`config.mk`:
```
export PLATFORM = sky130hd
export DESIGN_NAME = console_writer_flat
export DESIGN_NICKNAME = d
export VERILOG_FILES = /design/src/rtl/console_writer_if.sv /design/src/rtl/console_writer.sv /design/src/flat_wrapper.sv
export SDC_FILE = /design/constraint.sdc
export NUM_CORES = 1
export LEC_CHECK = 0
export BUFFER_PORTS_ARGS = -buffer_cell sky130_fd_sc_hd__buf_2
export CAP_MARGIN = 20
export CELL_PAD_IN_SITES_DETAIL_PLACEMENT = 0
export CELL_PAD_IN_SITES_GLOBAL_PLACEMENT = 2
export CORE_MARGIN = 2
export CORE_UTILIZATION = 29
export DETAILED_ROUTE_END_ITERATION = 12
export MAX_ROUTING_LAYER = met4
export PLACE_DENSITY = 0.76
export SYNTH_ARGS = -nofsm -noshare
export SYNTH_HDL_FRONTEND = slang
export SYNTH_SLANG_ARGS = --single-unit
```
`constraint.sdc`:
```
create_clock -name clk -period 2.95 [get_ports clk]
set_clock_uncertainty 0.05 [all_clocks]
set_input_delay 0.1475 -clock clk [delete_from_list [all_inputs] [get_ports clk]]
set_output_delay 0.1475 -clock clk [all_outputs]
set_load 0.005 [all_outputs]
```
`src/rtl/console_writer_if.sv`:
```
// Simple request/grant bus used by the console writer; the master holds a
// request and its payload until the slave returns a one-cycle grant.
interface naive_bus;
  logic        rd_req;
  logic        wr_req;
  logic [3:0]  wr_be;
  logic [31:0] wr_addr;
  logic [31:0] wr_data;
  logic        wr_gnt;

  modport master (output rd_req, wr_req, wr_be, wr_addr, wr_data, input wr_gnt);
  modport slave  (input rd_req, wr_req, wr_be, wr_addr, wr_data, output wr_gnt);
endinterface

```
`src/rtl/console_writer.sv`:
```
// Character stream to text-mode cell memory writer with cursor handling.
// Optional macro CONSOLE_ROW_CLEAR_EN: clear the newly entered row on row advance.
module console_writer #(
  parameter logic [31:0] VRAM_BASE = 32'h0000_0000,
  parameter int          COLS      = 98,
  parameter int          ROWS      = 36
) (
  input  logic       clk,
  input  logic       rst,
  input  logic       i_valid,
  input  logic [7:0] i_char,
  output logic       o_ready,
  output logic [6:0] o_cur_x,
  output logic [5:0] o_cur_y,
  naive_bus.master   bus
);

  localparam logic [11:0] CELLS_M1 = 12'(COLS * ROWS - 1);
  localparam logic [11:0] COLS_M1  = 12'(COLS - 1);
  localparam logic [6:0]  XMAX     = 7'(COLS - 1);
  localparam logic [5:0]  YMAX     = 6'(ROWS - 1);

  typedef enum logic [1:0] {CLR_ALL, IDLE, WRITE, CLR_ROW} state_e;

  state_e      state_q, state_d;
  logic [6:0]  x_q, x_d;
  logic [5:0]  y_q, y_d;
  logic [11:0] cnt_q, cnt_d;
  logic [7:0]  chr_q, chr_d;
  logic        req_q, req_d;

  logic [11:0] idx;
  logic [7:0]  wbyte;
  logic [5:0]  y_next;
  logic        done;

  always_comb begin
    case (state_q)
      CLR_ALL: idx = cnt_q;
      CLR_ROW: idx = 12'(y_q) * 12'(COLS) + cnt_q;
      default: idx = 12'(y_q) * 12'(COLS) + 12'(x_q);
    endcase
  end

  assign wbyte        = (state_q == WRITE) ? chr_q : 8'h00;
  assign bus.rd_req   = 1'b0;
  assign bus.wr_req   = req_q;
  assign bus.wr_addr  = VRAM_BASE + {20'b0, idx};
  assign bus.wr_be    = 4'b0001 << idx[1:0];
  assign bus.wr_data  = {4{wbyte}};

  assign done    = req_q & bus.wr_gnt;
  assign y_next  = (y_q == YMAX) ? 6'd0 : y_q + 6'd1;
  assign o_ready = (state_q == IDLE);
  assign o_cur_x = x_q;
  assign o_cur_y = y_q;

  always_comb begin
    state_d = state_q;
    x_d     = x_q;
    y_d     = y_q;
    cnt_d   = cnt_q;
    chr_d   = chr_q;
    req_d   = req_q;
    case (state_q)
      CLR_ALL: begin
        req_d = 1'b1;
        if (done) begin
          if (cnt_q == CELLS_M1) begin
            state_d = IDLE;
            req_d   = 1'b0;
            cnt_d   = '0;
            x_d     = '0;
            y_d     = '0;
          end else begin
            cnt_d = cnt_q + 12'd1;
          end
        end
      end
      IDLE: begin
        req_d = 1'b0;
        if (i_valid) begin
          if (i_char >= 8'h20 && i_char <= 8'h7E) begin
            chr_d   = i_char;
            state_d = WRITE;
          end else begin
            case (i_char)
              8'h0D: x_d = '0;
              8'h0A: begin
                x_d = '0;
                y_d = y_next;
`ifdef CONSOLE_ROW_CLEAR_EN
                state_d = CLR_ROW;
                cnt_d   = '0;
`endif
              end
              8'h08: begin
                // backspace erases by writing a zero code; chr 0 marks it
                if (x_q != 7'd0) begin
                  x_d     = x_q - 7'd1;
                  chr_d   = 8'h00;
                  state_d = WRITE;
                end
              end
              8'h0C: begin
                state_d = CLR_ALL;
                cnt_d   = '0;
              end
              default: ;
            endcase
          end
        end
      end
      WRITE: begin
        req_d = 1'b1;
        if (done) begin
          state_d = IDLE;
          req_d   = 1'b0;
          if (chr_q != 8'h00) begin
            if (x_q == XMAX) begin
              x_d = '0;
              y_d = y_next;
`ifdef CONSOLE_ROW_CLEAR_EN
              state_d = CLR_ROW;
              req_d   = 1'b1;
              cnt_d   = '0;
`endif
            end else begin
              x_d = x_q + 7'd1;
            end
          end
        end
      end
      CLR_ROW: begin
        req_d = 1'b1;
        if (done) begin
          if (cnt_q == COLS_M1) begin
            state_d = IDLE;
            req_d   = 1'b0;
            cnt_d   = '0;
          end else begin
            cnt_d = cnt_q + 12'd1;
          end
        end
      end
      default: state_d = CLR_ALL;
    endcase
  end

  always_ff @(posedge clk or posedge rst) begin
    if (rst) begin
      state_q <= CLR_ALL;
      x_q     <= '0;
      y_q     <= '0;
      cnt_q   <= '0;
      chr_q   <= '0;
      req_q   <= 1'b0;
    end else begin
      state_q <= state_d;
      x_q     <= x_d;
      y_q     <= y_d;
      cnt_q   <= cnt_d;
      chr_q   <= chr_d;
      req_q   <= req_d;
    end
  end

endmodule

```
`src/flat_wrapper.sv`:
```
// flat-port wrapper written by rule: the top's interface ports become plain ports
module console_writer_flat 
#(
  parameter logic [31:0] VRAM_BASE = 32'h0000_0000,
  parameter int          COLS      = 98,
  parameter int          ROWS      = 36
)
  (clk, rst, i_valid, i_char, o_ready, o_cur_x, o_cur_y, bus_rd_req, bus_wr_req, bus_wr_be, bus_wr_addr, bus_wr_data, bus_wr_gnt);
  naive_bus bus_i ();
  input  logic clk;
  input  logic rst;
  input  logic i_valid;
  input  logic [7:0] i_char;
  output logic o_ready;
  output logic [6:0] o_cur_x;
  output logic [5:0] o_cur_y;
  output wire logic [$bits(bus_i.rd_req)-1:0] bus_rd_req;
  output wire logic [$bits(bus_i.wr_req)-1:0] bus_wr_req;
  output wire logic [$bits(bus_i.wr_be)-1:0] bus_wr_be;
  output wire logic [$bits(bus_i.wr_addr)-1:0] bus_wr_addr;
  output wire logic [$bits(bus_i.wr_data)-1:0] bus_wr_data;
  input wire logic [$bits(bus_i.wr_gnt)-1:0] bus_wr_gnt;
  assign bus_rd_req = bus_i.rd_req;
  assign bus_wr_req = bus_i.wr_req;
  assign bus_wr_be = bus_i.wr_be;
  assign bus_wr_addr = bus_i.wr_addr;
  assign bus_wr_data = bus_i.wr_data;
  assign bus_i.wr_gnt = bus_wr_gnt;
  console_writer #(.VRAM_BASE(VRAM_BASE), .COLS(COLS), .ROWS(ROWS)) u_core (.clk(clk), .rst(rst), .i_valid(i_valid), .i_char(i_char), .o_ready(o_ready), .o_cur_x(o_cur_x), .o_cur_y(o_cur_y), .bus(bus_i));
endmodule
```
==> impl_metrics.tcl, run 1 <==
set metrics [dict create \
    first_iter_violations 285 \
    rr_startpoint "u_core.cnt_q[1]" \
    h-tree-depth 2 \
    syn_area_per_cell_um2 8.34 \
    synth.top_cell.area_share 0.226 \
    n_antenna_cell 0 \
    r2r_end "u_core.cnt_q[11]" \
    area_delta_synth_final_pct 27.3 \
    fin_crit_sh 1.20 \
    synthArstFlopShare 1.00 \
    vdd_ir_drop_max_mv 0.364 \
    p_leak_uw 0.00248 \
    cts-buffers-inserted 5 \
    cts_tree "built" \
    layout_setup_ws_ns -0.587 \
    rsz0062_at_grt "true" \
    drt-total-wl_um 11800 \
    reg2reg_depth 7 \
    coreArea_mm2 0.0133 \
    power.total_uw 4080 \
    final_max_slew_viol_count 0 \
    clockBufferDepth 2 \
    p_per_area_mw_per_mm2 803 \
    hpwlAfterDp_um 9120 \
    viasPerCell 5.14 \
    arrival_ns 3.34 \
    clkTransAtPathRegs_ns 0.06 \
    worstSetupEndpointType "output pin" \
    cts_sinks 36 \
    yosysMostFrequentCell "buf_4" \
    grt_pass1_vias 3726 \
    hp-class "input pin to flip-flop" \
    violations "negative setup slack" \
    seq_area_frac_synth 0.226 \
    hold_viol 0 \
    io_pins 96 \
    maxCapViolations 0 \
    finalSetupViolations 4 \
    grt.overflow.total 0 \
    routedWlPerCell_um 15.7 \
    synthDistinctLibCells 73 \
    final_area_mm2 0.00508 \
    grt_pass1_wl_um 19000 \
    track_usage 0.166 \
    startpoint "u_core.o_cur_y[2]" \
    grt_max_degree 25 \
    firstDrtPassIters 4 \
    ys.flop_type "dfrtp_1" \
    vias 3873 \
    critPathKind "flip-flop to output pin" \
    r2r_slack_ns 0.44 \
    final_nets 632 \
    final_cells 753 \
    relSlewSlack 0.578 \
    ys_top_cells_by_count "45 x buf_4, 42 x ha_1, 42 x nand2_1, 36 x dfrtp_1, 35 x o21ai_0" \
    utilization 0.381 \
    rows 42 \
    insertion_delay_ns 0.29 \
    fin_crit_ns 3.54 \
    yosysWarnings 0 \
    worstMarginPinSlew_ns 0.630 \
    die_area_mm2 0.0147 \
    antenna_found_initial 0 \
    syn_area_mm2 0.00399 \
    die_y_um 121 \
    synth-seq-cells 36 \
    cp_max_fo 6 \
    die_x_um 121 \
    synth_edf_count 0 \
    netlist.top_cell.by_area "dfrtp_1" \
    start_util 0.299 \
    post-place-cells 739 \
    synth_cells 479 \
    place.gp.congestion 0.857 \
    clock.fmax_ghz 0.283 \
    outcome "finished with violations" \
    place_ws_ns -0.335 \
    drcViolationCount 0 \
    ant_nets 0 \
    drive_gt1_frac 0.326 \
    cp-endpoint "bus_wr_addr[11]" \
    placed_cell_area_mm2 0.00472 \
    cts_root_buf "clkbuf_16" \
    synthTopCellsByArea "dfrtp_1 23%, ha_1 13%, buf_4 8.5%" \
    numPortBuffers 74 \
    cp.required_ns 2.75 \
    crit_path_start_kind "flip-flop" \
]
where the power goes:
group | internal (uW) | switching (uW)
clock | 398 | 224
combinational | 1170 | 1540
sequential | 617 | 136
total | 2180 | 1900
worst min-delay path by stage:
stage / depth (start not counted) / to / startpoint
3_3_place_gp: 2 / u_core.cnt_q[0] / rst
4_1_cts: 3 / u_core.chr_q[6] / i_char[6]
6_report: 3 / u_core.chr_q[6] / i_char[6]
2_1_floorplan: 2 / u_core.chr_q[5] / i_char[5]
3_5_place_dp: 2 / u_core.chr_q[3] / rst
5_1_grt: 3 / u_core.chr_q[6] / i_char[6]
layout make-up:
class / count / area, um^2
Fill cell: 1397 / 8260
Timing Repair Buffer: 131 / 816
Clock buffer: 6 / 129
Tap cell: 176 / 220
Inverter: 34 / 128
Clock inverter: 2 / 35.0
Multi-Input combinational cell: 368 / 2850
Sequential cell: 36 / 905
registers in the layout, indices dropped and copies added (netlist names):
signal and flops:
u_core.o_cur_x 7, u_core.bus.wr_req 1, u_core.state_q 2, u_core.o_cur_y 6, u_core.cnt_q 12, u_core.chr_q 8
kinds of logic after synthesis:
kind of cell | synth area share
adders and majority gates | 0.142
and+or+nand+nor | 0.203
DFF | 0.226
buffers and inverters | 0.132
muxes | 0.0291
AOI/OAI and AO/OA | 0.240
xor gates and xnor gates | 0.0276
other | 0.000939
cells in the final DEF (no fill, tap or decap), types with 3 or more instances in the layout:
master     instances
buf_2             74
buf_4             53
nand2_1           42
dfrtp_1           33
o21ai_0           32
inv_1             32
ha_1              28
nor2_1            23
conb_1            21
nand4_1           15
o31ai_1           14
a21oi_1           12
and2_1            11
ha_4              11
nand3_1           10
nor3_1             8
o41ai_1            7
and3_1             6
o21ai_1            6
xnor2_1            6
mux2i_1            6
mux2_2             5
a22o_1             5
nand2b_1           5
clkbuf_16          5
a21o_1             4
nor4_1             4
xor2_1             3
nand3b_1           3
a311oi_1           3
a211o_1            3
o2bb2ai_1          3
nor2b_1            3
a41o_1             3
ha_2               3
dfrtp_2            3
through the flow:
stage | setup TNS, ns | hold slack (ns)
2_1_floorplan | -0.146 | 0.235
3_3_place_gp | -0.689 | 0.376
3_5_place_dp | -0.869 | 0.398
4_1_cts | -2.09 | 0.0835
5_1_grt | -2.50 | 0.109
6_report | -1.93 | 0.0934
what timing repair did:
| item | 4_1_cts | 5_1_grt |
|---|---|---|
| endpoints found under the setup margin | 6 | 6 |
| hold buffers | 0 | 1 |
| hold endpoints to repair | 0 | 10 |
| resized for setup | 7 | 20 |
| buffers inserted | 3 | 1 |
| cloned | 0 | 0 |
| pin swaps | 8 | 11 |
worst max-delay path, cell delays in order (launching register included):
cell     delay [ns]
dfrtp_2        0.46
inv_2          0.10
ha_4           0.20
xor2_1         0.15
ha_1           0.29
ha_1           0.28
a21o_1         0.17
a21oi_2        0.15
xnor2_1        0.14
ha_1           0.28
a21o_1         0.18
or4_1          0.46
nand3_1        0.08
buf_2          0.11
per-layer routing:
layer,up-vias,routed length [um],global-route usage,share of wire
met5,-,0,-,0
met4,0,170,0.0453,0.014
met3,12,533,0.0183,0.045
met2,121,5540,0.267,0.47
met1,1852,5590,0.223,0.47
li1,1888,-,-,-
(Power assumes the default switching activity.)
==> run 2, diff against run 1 <==
--- a/config.mk
+++ b/config.mk
@@ -5,15 +5,16 @@
 export SDC_FILE = /design/constraint.sdc
 export NUM_CORES = 1
 export LEC_CHECK = 0
+export ABC_AREA = 1
 export BUFFER_PORTS_ARGS = -buffer_cell sky130_fd_sc_hd__buf_2
 export CAP_MARGIN = 20
 export CELL_PAD_IN_SITES_DETAIL_PLACEMENT = 0
 export CELL_PAD_IN_SITES_GLOBAL_PLACEMENT = 2
 export CORE_MARGIN = 2
-export CORE_UTILIZATION = 29
+export CORE_UTILIZATION = 27
 export DETAILED_ROUTE_END_ITERATION = 12
 export MAX_ROUTING_LAYER = met4
-export PLACE_DENSITY = 0.76
+export PLACE_DENSITY = 0.8
 export SYNTH_ARGS = -nofsm -noshare
 export SYNTH_HDL_FRONTEND = slang
 export SYNTH_SLANG_ARGS = --single-unit
==> impl_metrics.tcl, run 2 <==
set metrics [dict create \
    outcome "finished with violations" \
    violations "negative setup slack" \
    track_usage 0.156 \
    insertion_delay_ns 0.29 \
    maxCapViolations 0 \
    grt_pass1_vias 4280 \
    synthTopCellsByArea "dfrtp_1 20%, nand2_1 17%, ha_1 12%" \
    place_ws_ns -0.248 \
    rows 46 \
    n_antenna_cell 0 \
    post-place-cells 951 \
    layout_commonest_cell "nand2_1" \
    ys.flop_type "dfrtp_1" \
    synth-seq-cells 36 \
    drt-total-wl_um 13400 \
    finalSetupViolations 4 \
    synthArstFlopShare 1.00 \
    die_x_um 132 \
    worstMarginPinSlew_ns 0.615 \
    cp_num_buf_inv 2 \
    coreArea_mm2 0.0160 \
    fin_crit_ns 3.42 \
    yosysMostFrequentCell "nand2_1" \
    p_per_area_mw_per_mm2 275 \
    grt_max_degree 25 \
    viasPerCell 4.52 \
    area_delta_synth_final_pct 25.5 \
    worstSetupEndpointType "output pin" \
    cts_tree "built" \
    slowest_delay_ns 0.46 \
    cp_max_fo 4 \
    crit_top_cell "ha_4" \
    relSlewSlack 0.590 \
    critPathKind "flip-flop to output pin" \
    hold_viol 0 \
    die_area_mm2 0.0175 \
    syn_area_per_cell_um2 6.65 \
    mostFrequentLayoutCells "192 x nand2_1, 74 x buf_2, 72 x inv_1, 55 x nand3_1, 48 x nor2_1" \
    final_area_mm2 0.00558 \
    synth.top_cell.area_share 0.203 \
    synth_edf_count 0 \
    final_cells 973 \
    arrival_ns 3.22 \
    firstDrtPassIters 4 \
    antenna_found_initial 0 \
    place.gp.congestion 0.884 \
    final_nets 812 \
    placed_cell_area_mm2 0.00499 \
    cts-buffers-inserted 5 \
    io_pins 96 \
    seq_area_frac_synth 0.203 \
    netlist.top_cell.by_area "dfrtp_1" \
    crit_slowest_cell "dfrtp_2" \
    hp-class "input pin to flip-flop" \
    ant_nets 0 \
    h-tree-depth 2 \
    cts_root_buf "clkbuf_16" \
    cts_sinks 36 \
    clock.fmax_ghz 0.293 \
    cp_top_family "adder cells" \
    largest-register "u_core.cnt_q" \
    crit_chain "ha_4 > xor2_4 > ha_4 > ha_4 > fa_2 > xor2_2 > ha_4 > nand2_2 > nor2_2 > nand3_1 > nand3_2 > inv_1 > nand2_1 > nand3_1 > nand2_1 > buf_2" \
    rsz0062_at_grt "true" \
    ys_top_cells_by_count "199 x nand2_1, 76 x inv_1, 58 x nand3_1, 53 x nor2_1, 47 x buf_4" \
    vias 4397 \
    start_util 0.278 \
    die_y_um 132 \
    yosysWarnings 0 \
    cp.required_ns 2.75 \
    synth_cells 669 \
    fin_crit_sh 1.16 \
    hpwlAfterDp_um 10400 \
    numPortBuffers 74 \
    largest_reg_flops 12 \
    first_iter_violations 210 \
    clockBufferDepth 2 \
    vdd_ir_drop_max_mv 0.225 \
    drive_gt1_frac 0.297 \
    drcViolationCount 0 \
    routedWlPerCell_um 13.8 \
    syn_area_mm2 0.00445 \
    final_max_slew_viol_count 0 \
    synthDistinctLibCells 36 \
    grt.overflow.total 0 \
    grt_pass1_wl_um 21500 \
    clkTransAtPathRegs_ns 0.06 \
    p_leak_uw 0.00307 \
    fin_setup_tns_ns -1.43 \
    layout_setup_ws_ns -0.466 \
    utilization 0.349 \
    crit_path_start_kind "flip-flop" \
]
[run 2: changes by cell type in the layout (fill, tap and decap cells not counted), moves of 10 or more]
cell / before / now
o21ai_2: 1 / 14
nor2_1: 23 / 48
and2_1: 11 / 1
buf_4: 53 / 41
xor2_1: 3 / 15
nand3_1: 10 / 55
inv_1: 32 / 72
nand2_1: 42 / 192
o21ai_0: 32 / 10
o31ai_1: 14 / 0
[run 2: layout make-up]
type / count / area (um^2)
inverters: 85 / 324
flip-flops and latches: 36 / 908
clock buffers: 8 / 156
well taps: 216 / 270
fillers: 1752 / 10400
multi-input cells: 507 / 3160
repair buffers: 121 / 761
[run 2: through the flow]
step / power, uW / hold slack, ns
final: 1540 / 0.0816
after global routing: 1620 / 0.0847
after CTS: 1540 / 0.0756
after detailed placement: 955 / 0.384
after global placement: 950 / 0.386
after floorplan: 872 / 0.243
[run 2: repair_timing]
action | in CTS | in global routing
hold buffers | 0 | 1
endpoints found under the hold margin | 0 | 1
buffers inserted | 4 | 8
resized for setup | 24 | 43
setup endpoints to repair | 7 | 7
pin swaps | 27 | 26
[run 2: layer usage]
layer / global-route usage / wire length (um) / vias up
met2: 0.251 / 6320 / 124
li1: - / - / 2225
met5: - / 0 / -
met1: 0.207 / 6430 / 2039
met3: 0.0254 / 584 / 9
met4: 0.0299 / 110 / 0
[run 2: worst paths after layout]
path,startpoint,end,slack (ns),depth (start not counted)
setup / recovery,u_core.o_cur_y[1],bus_wr_addr[11],-0.47,16
hold / removal,i_char[4],u_core.chr_q[4],0.08,3
setup reg to reg,u_core.state_q[0],u_core.cnt_q[3],0.89,8
hold reg to reg,u_core.chr_q[5],u_core.chr_q[5],0.46,2
max in group asynchronous,rst,u_core.state_q[0],2.11,4
min in group asynchronous,rst,u_core.o_cur_x[1],0.27,3
[run 2: cell families after synthesis]
kind of cell / after synthesis / share of synthesized area
and+or+nand+nor: 360 / 0.363
buffers and inverters: 146 / 0.177
AOI/OAI and AO/OA: 59 / 0.0841
adders and majority gates: 44 / 0.127
DFF: 36 / 0.203
xor gates and xnor gates: 23 / 0.0453
other: 1 / 0.000843
[run 2: report_power, final]
part / total [uW] / switching [uW] / internal, uW
Sequential: 593 / 65.3 / 527
Combinational: 363 / 221 / 141
Clock: 581 / 221 / 360
[run 2: worst register-to-register path, delay by kind of cell (launching register included)]
family	cells	cell delay [ns]
buf+inv	2	0.24
fa+ha+maj	1	0.41
simple gates	3	0.50
flops	1	0.41
compound gates	2	0.33
